File: src/rtl/instr_register_ctrl.sv
// Round-robin write sequencer and read drain for the instr_register file.
// The register file is managed as a DEPTH-entry circular instruction queue.
module instr_register_ctrl #(
    parameter int NUM_REQ = 4,
    parameter int ADDR_W  = 5,
    parameter int OPC_W   = 4,
    parameter int OPD_W   = 32
) (
    input  logic                       clk,
    input  logic                       reset_n,
    input  logic                       clear,
    input  logic [NUM_REQ-1:0]         req_valid,
    output logic [NUM_REQ-1:0]         req_ready,
    input  logic [NUM_REQ*OPC_W-1:0]   req_opcode,
    input  logic [NUM_REQ*OPD_W-1:0]   req_operand_a,
    input  logic [NUM_REQ*OPD_W-1:0]   req_operand_b,
    output logic                       load_en,
    output logic [OPC_W-1:0]           opcode,
    output logic [OPD_W-1:0]           operand_a,
    output logic [OPD_W-1:0]           operand_b,
    output logic [ADDR_W-1:0]          write_pointer,
    output logic [ADDR_W-1:0]          read_pointer,
    output logic                       instr_valid,
    input  logic                       instr_ready,
    output logic [ADDR_W:0]            count,
    output logic                       full,
    output logic                       empty
);

    localparam int DEPTH = 2 ** ADDR_W;
    localparam int CW    = ADDR_W + 1;
    localparam int PW    = $clog2(NUM_REQ);

    logic [PW-1:0]    prio;
    logic [PW-1:0]    gnt_idx;
    logic [PW-1:0]    idx;
    logic             xfer;
    logic             rd;
    logic [OPC_W-1:0] opc_arr [NUM_REQ];
    logic [OPD_W-1:0] opa_arr [NUM_REQ];
    logic [OPD_W-1:0] opb_arr [NUM_REQ];

    always_comb begin
        for (int i = 0; i < NUM_REQ; i++) begin
            opc_arr[i] = req_opcode[i*OPC_W +: OPC_W];
            opa_arr[i] = req_operand_a[i*OPD_W +: OPD_W];
            opb_arr[i] = req_operand_b[i*OPD_W +: OPD_W];
        end
    end

    // Full counts the write still in flight so a granted entry always has a slot.
    assign full        = (count + CW'(load_en)) == CW'(DEPTH);
    assign empty       = (count == '0);
    assign instr_valid = !empty;
    assign rd          = instr_valid & instr_ready;

    always_comb begin
        req_ready = '0;
        gnt_idx   = '0;
        idx       = '0;
        xfer      = 1'b0;
        if (reset_n && !clear && !full) begin
            for (int k = 0; k < NUM_REQ; k++) begin
                idx = PW'((int'(prio) + k) % NUM_REQ);
                if (!xfer && req_valid[idx]) begin
                    xfer       = 1'b1;
                    gnt_idx    = idx;
                    req_ready[idx] = 1'b1;
                end
            end
        end
    end

    always_ff @(posedge clk or negedge reset_n) begin
        if (!reset_n) begin
            prio          <= '0;
            load_en       <= 1'b0;
            opcode        <= '0;
            operand_a     <= '0;
            operand_b     <= '0;
            write_pointer <= '0;
            read_pointer  <= '0;
            count         <= '0;
        end else if (clear) begin
            prio          <= '0;
            load_en       <= 1'b0;
            write_pointer <= '0;
            read_pointer  <= '0;
            count         <= '0;
        end else begin
            load_en <= xfer;
            if (xfer) begin
                opcode    <= opc_arr[gnt_idx];
                operand_a <= opa_arr[gnt_idx];
                operand_b <= opb_arr[gnt_idx];
                prio      <= (gnt_idx == PW'(NUM_REQ - 1)) ? '0 : gnt_idx + PW'(1);
            end
            if (load_en)
                write_pointer <= write_pointer + ADDR_W'(1);
            if (rd)
                read_pointer <= read_pointer + ADDR_W'(1);
            count <= count + CW'(load_en) - CW'(rd);
        end
    end

endmodule

File: config.mk
export PLATFORM = sky130hd
export DESIGN_NAME = instr_register_ctrl
export DESIGN_NICKNAME = d
export VERILOG_FILES = /design/src/rtl/instr_register_ctrl.sv
export SDC_FILE = /design/constraint.sdc
export NUM_CORES = 1
export LEC_CHECK = 0
export BUFFER_PORTS_ARGS = -buffer_cell sky130_fd_sc_hd__buf_2
export CORE_AREA = 2 2 145 147
export CTS_BUF_LIST = sky130_fd_sc_hd__clkbuf_2 sky130_fd_sc_hd__clkbuf_4 sky130_fd_sc_hd__clkbuf_8
export CTS_CLUSTER_DIAMETER = 40
export DETAILED_ROUTE_END_ITERATION = 8
export DIE_AREA = 0 0 147 149
export GPL_ROUTABILITY_DRIVEN = 1
export HOLD_SLACK_MARGIN = 0.06
export PLACE_DENSITY = 0.68
export SLEW_MARGIN = 20
export SYNTH_ARGS = -nofsm -noshare
export SYNTH_HDL_FRONTEND = slang
export SYNTH_SLANG_ARGS = --single-unit
File: constraint.sdc
create_clock -name clk -period 3.65 [get_ports clk]
set_input_delay 0.73 -clock clk [delete_from_list [all_inputs] [get_ports clk]]
set_output_delay 0.73 -clock clk [all_outputs]
set_load 0.02 [all_outputs]
# After elaboration in Yosys (flattened, before gate mapping)
# Index checks and enable logic that the tools add are counted.
# totals
register_bits,87
input_bits,280
out_inout_bits,92
wordCells,108
# classes
addsub,8
order_cmp,9
eq_ne,2
mux,55
bitwise_logic,6
reduce_logical,20
# ops
operator,count
binary-select mux 32 bit (select 2 bit),2
two-way mux 32 bit,4
two-way mux 4 bit,10
two-way mux 5 bit,4
two-way mux 1 bit,17
two-way mux 2 bit,8
"less-than comparator 2 x 3 -> 1 bit, second input constant",4
OR 4 bit,3
"adder 5 x 1 -> 5 bit, second input constant",2
logical AND 1 bit,9
binary-select mux 1 bit (select 2 bit),4
binary-select mux 4 bit (select 2 bit),1
demux 1 bit (select 2 bit),4
"greater-or-equal comparator 2 x 1 -> 1 bit, second input constant",4
adder 6 x 1 -> 6 bit,1
"== test 6 bit, second input constant",1
zero test 1 bit,6
zero test 6 bit,1
two-way mux 6 bit,1
nonzero test 2 bit,3
subtractor 6 x 1 -> 6 bit,1
"adder 2 x 1 -> 2 bit, second input constant",2
"adder 2 bit, second input constant",2
"greater-or-equal comparator 3 bit, second input constant",1
5 further kinds,5

# Depth between registers and ports, before layout
# logic_depth
depth_word,21
depth_mapped,14

# Worst setup path after synthesis
# No wires, ideal clock.
# synth_timing
path_type,register to output
from,register load_en
to,output port full
t_arrival_ns,2.338
required_ns,2.920
setup_slack_ns,0.582
stages_incl_launch_ff,7
n_path_buf,2
cell_sequence,dfrtp_1 -> ha_1 -> ha_1 -> nor4_1 -> o221a_2 -> clkbuf_1 -> clkbuf_1
# synth_via
elab_chain_len,2
# synth_rtl
element,line,source
"start, declared",17,"output logic load_en,"
"start signal, assigned",91,load_en <= xfer;
adder 6 x 1 -> 6 bit,52,assign full = (count + CW'(load_en)) == CW'(DEPTH);
== test 6 bit,52,
"end, declared",26,"output logic full,"
# Every way passes these cells.

# Worst setup path after layout
# layout_timing
from,register load_en
to,output port req_ready[1]
# layout_via
elab_chain_len,5
# layout_rtl
element,line,source
adder 6 x 1 -> 6 bit,52,
== test 6 bit,52,
zero test 1 bit,62,if (reset_n && !clear && !full) begin
logical AND 1 bit,62,
two-way mux 4 bit,62,
"end, declared",13,"output logic [NUM_REQ-1:0] req_ready,"
# Every way passes these cells.

==> results.json <==
{
  "holdBufCountCts": 0,
  "cts_root_buf": "clkbuf_8",
  "drc": 0,
  "max-cap-violations": 0,
  "synth-seq-cells": 87,
  "postCtsSetupBuffers": 0,
  "hold_viol_final": 0,
  "fill_cells": 2023,
  "fin_crit_ps": 3400,
  "cp.required_ps": 2920,
  "syn_inst": 896,
  "portBuffers": 371,
  "synth_top_area_share_pct": 28.1,
  "yosysTopAreaCell": "dfrtp_1",
  "leakagePower_nw": 4.76,
  "synth_area_leaders": "dfrtp_1 (28%), mux2i_1 (18%), o311ai_0 (13%), nor3_1 (9.0%), o211ai_1 (6.6%)",
  "drive_above_1_share_pct": 36.1,
  "final_net_count": 1465,
  "grt_overflow": 0,
  "grt_pass1_wl_um": 43500,
  "postRouteWirelength_um": 28200,
  "cts_buffers": 9,
  "hold_path.class": "in -> async",
  "cpPeakStageDelay_ps": 470,
  "ys_types": 42,
  "synth_area_um2": 7740,
  "path_clk_slew_ps": 90,
  "cp_num_buf_inv": 1,
  "initial_utilization_pct": 37.7,
  "clkSinkCount": 87,
  "setup_violations": 0,
  "fmax_mhz": 294,
  "pwr-share-comb_pct": 68.5,
  "instances_no_fill": 1450,
  "clock_latency_ps": 380,
  "grt_usage_pct": 24.7,
  "maxSlewHeadroom_pct": 45.7,
  "p_switching_mw": 3.80,
  "yosys_warnings": 0,
  "ir_worst_vdd_uv": 364,
  "drv_slew": 0,
  "yosys_most_used_dff": "dfrtp_1",
  "wire_per_inst_um": 19.5,
  "power.density_nw_per_um2": 758,
  "p_seq_share_pct": 22.0,
  "outcome": "finished, final reports clean",
  "syn_avg_cell_area_um2": 8.64,
  "core-area_um2": 20600,
  "path_max_fanout": 7,
  "synth.most_common_cell": "mux2i_1",
  "synth_nets": 1190,
  "path_common_cell": "ha_1",
  "startpoint": "load_en$_DFF_PN0_",
  "cp_cell_sequence": "ha_1 > ha_1 > nor4_1 > o221a_4 > or2_1 > nor2_1 > buf_2",
  "post-dp-hpwl_um": 18900,
  "fp-row-count": 53,
  "grt_max_degree": 137,
  "finalCritPeriodShare_pct": 93.2,
  "ant_nets": 0,
  "clockBufferDepth": 2,
  "slowest_stage": "dfrtp_1",
  "rsz0062_at_grt": "no",
  "p_int_mw": 3.71,
  "place_area_um2": 9720,
  "switching_share_pct": 50.6,
  "crit_family": "simple AND/OR/NAND/NOR gates",
  "layout.core_utilization_pct": 48.2,
  "async_flop_share_pct": 100,
  "ctsResizeCount": 0,
  "antenna_found_initial": 2,
  "vias": 8509,
  "clockPowerShare_pct": 9.5,
  "die_area_um2": 21900,
  "drt-initial-drc-count": 495,
  "fin_setup_tns_ps": 0,
  "hold_ws_ps": 469,
  "synth-edff-count": 0,
  "critical_path_class": "reg -> out",
  "rrSetupSlack_ps": 580,
  "firstDrtPassIters": 5,
  "r2r_start": "load_en$_DFF_PN0_",
  "fin_skew_ps": 15.5,
  "synthToLayoutAreaGrowth_pct": 28.1,
  "viasPerCell": 5.87,
  "seq_area_frac_synth_pct": 28.1,
  "synth.top_cells.by_count": "mux2i_1 (141), nor3_1 (140), o311ai_0 (116), clkbuf_1 (97), dfrtp_1 (87)",
  "htree_levels": 3,
  "num_io_pins": 372,
  "fin_area_um2": 9920,
  "worst_slew_pin_slew_ps": 815,
  "place_inst": 1435,
  "die_h_um": 149,
  "gp_congestion": 0.881,
  "grt_pass1_vias": 7964,
  "cts_tree": "done",
  "die_w_um": 147,
  "critPathLaunchType": "register",
  "critPathArrivalTime_ps": 2670,
  "cp-end-kind": "output pin"
}
## area by class of cell
class                      instances  area (um2)  share of cell area, %
clock buffer                      11         145                   1.46
antenna                            1        2.50                 0.0252
tap                              275         344                   3.47
inverter                           8        30.0                  0.303
sequential                        87        2180                   22.0
clock inverter                     3        45.0                  0.454
multi-input combinational        671        4990                   50.3
timing repair buffer             394        2180                   22.0
## flip-flops by register name, summed over array words and instances (netlist names)
signal,count
prio,2
write_pointer,5
operand_a,32
read_pointer,5
load_en,1
opcode,4
operand_b,32
count,6
## cell families after synthesis
family          share of synthesized area, %
fa+ha+maj                               2.26
mux                                     19.4
buf+inv                                 8.24
compound gates                          24.8
xor+xnor                                1.58
simple gates                            15.6
flops                                   28.1
## path summary, 6_finish.rpt
path | end | depth (start not counted)
max | req_ready[1] | 7
min in group clk | operand_a[31]$_DFFE_PN0P_ | 2
max in group asynchronous | operand_b[2]$_DFFE_PN0P_ | 3
min | read_pointer[0]$_DFFE_PN0P_ | 2
max reg2reg | operand_b[30]$_DFFE_PN0P_ | 8
min reg2reg | operand_a[31]$_DFFE_PN0P_ | 2
## cell usage in the layout, fill, tap and decap left out, types with 5 or more instances in the layout
master	count
mux2i_1	141
dfrtp_1	87
o311ai_0	116
xor2_1	10
buf_12	12
nand2_1	75
nor3_1	139
buf_2	370
nand4_1	5
ha_1	13
nor2_1	33
o211ai_1	68
buf_4	12
inv_1	8
o311ai_1	20
clkbuf_8	10
## per-layer routing
metal	vias to the layer above	routed length [um]	track usage, %
li1	4073	-	-
met1	3981	11900	33.0
met2	401	13400	40.4
met3	52	2170	5.11
met4	2	753	7.69
met5	-	16	0
## through the flow
step | power [mW] | worst slack, ps
final | 7.52 | 248
after global routing | 8.06 | 23.7
after CTS | 7.55 | 195
after detailed placement | 6.81 | 524
after global placement | 6.75 | 578
after floorplan | 5.35 | 582
## power by group through the flow
stage	Sequential, mW	Combinational, mW	Clock [mW]
after floorplan	2.12	3.23	0
after global placement	1.66	5.09	0
after CTS	1.65	5.15	0.741
final	1.65	5.14	0.717
after global routing	1.71	5.57	0.783
after detailed placement	1.67	5.15	0
Power figures use the tool's default switching activity.
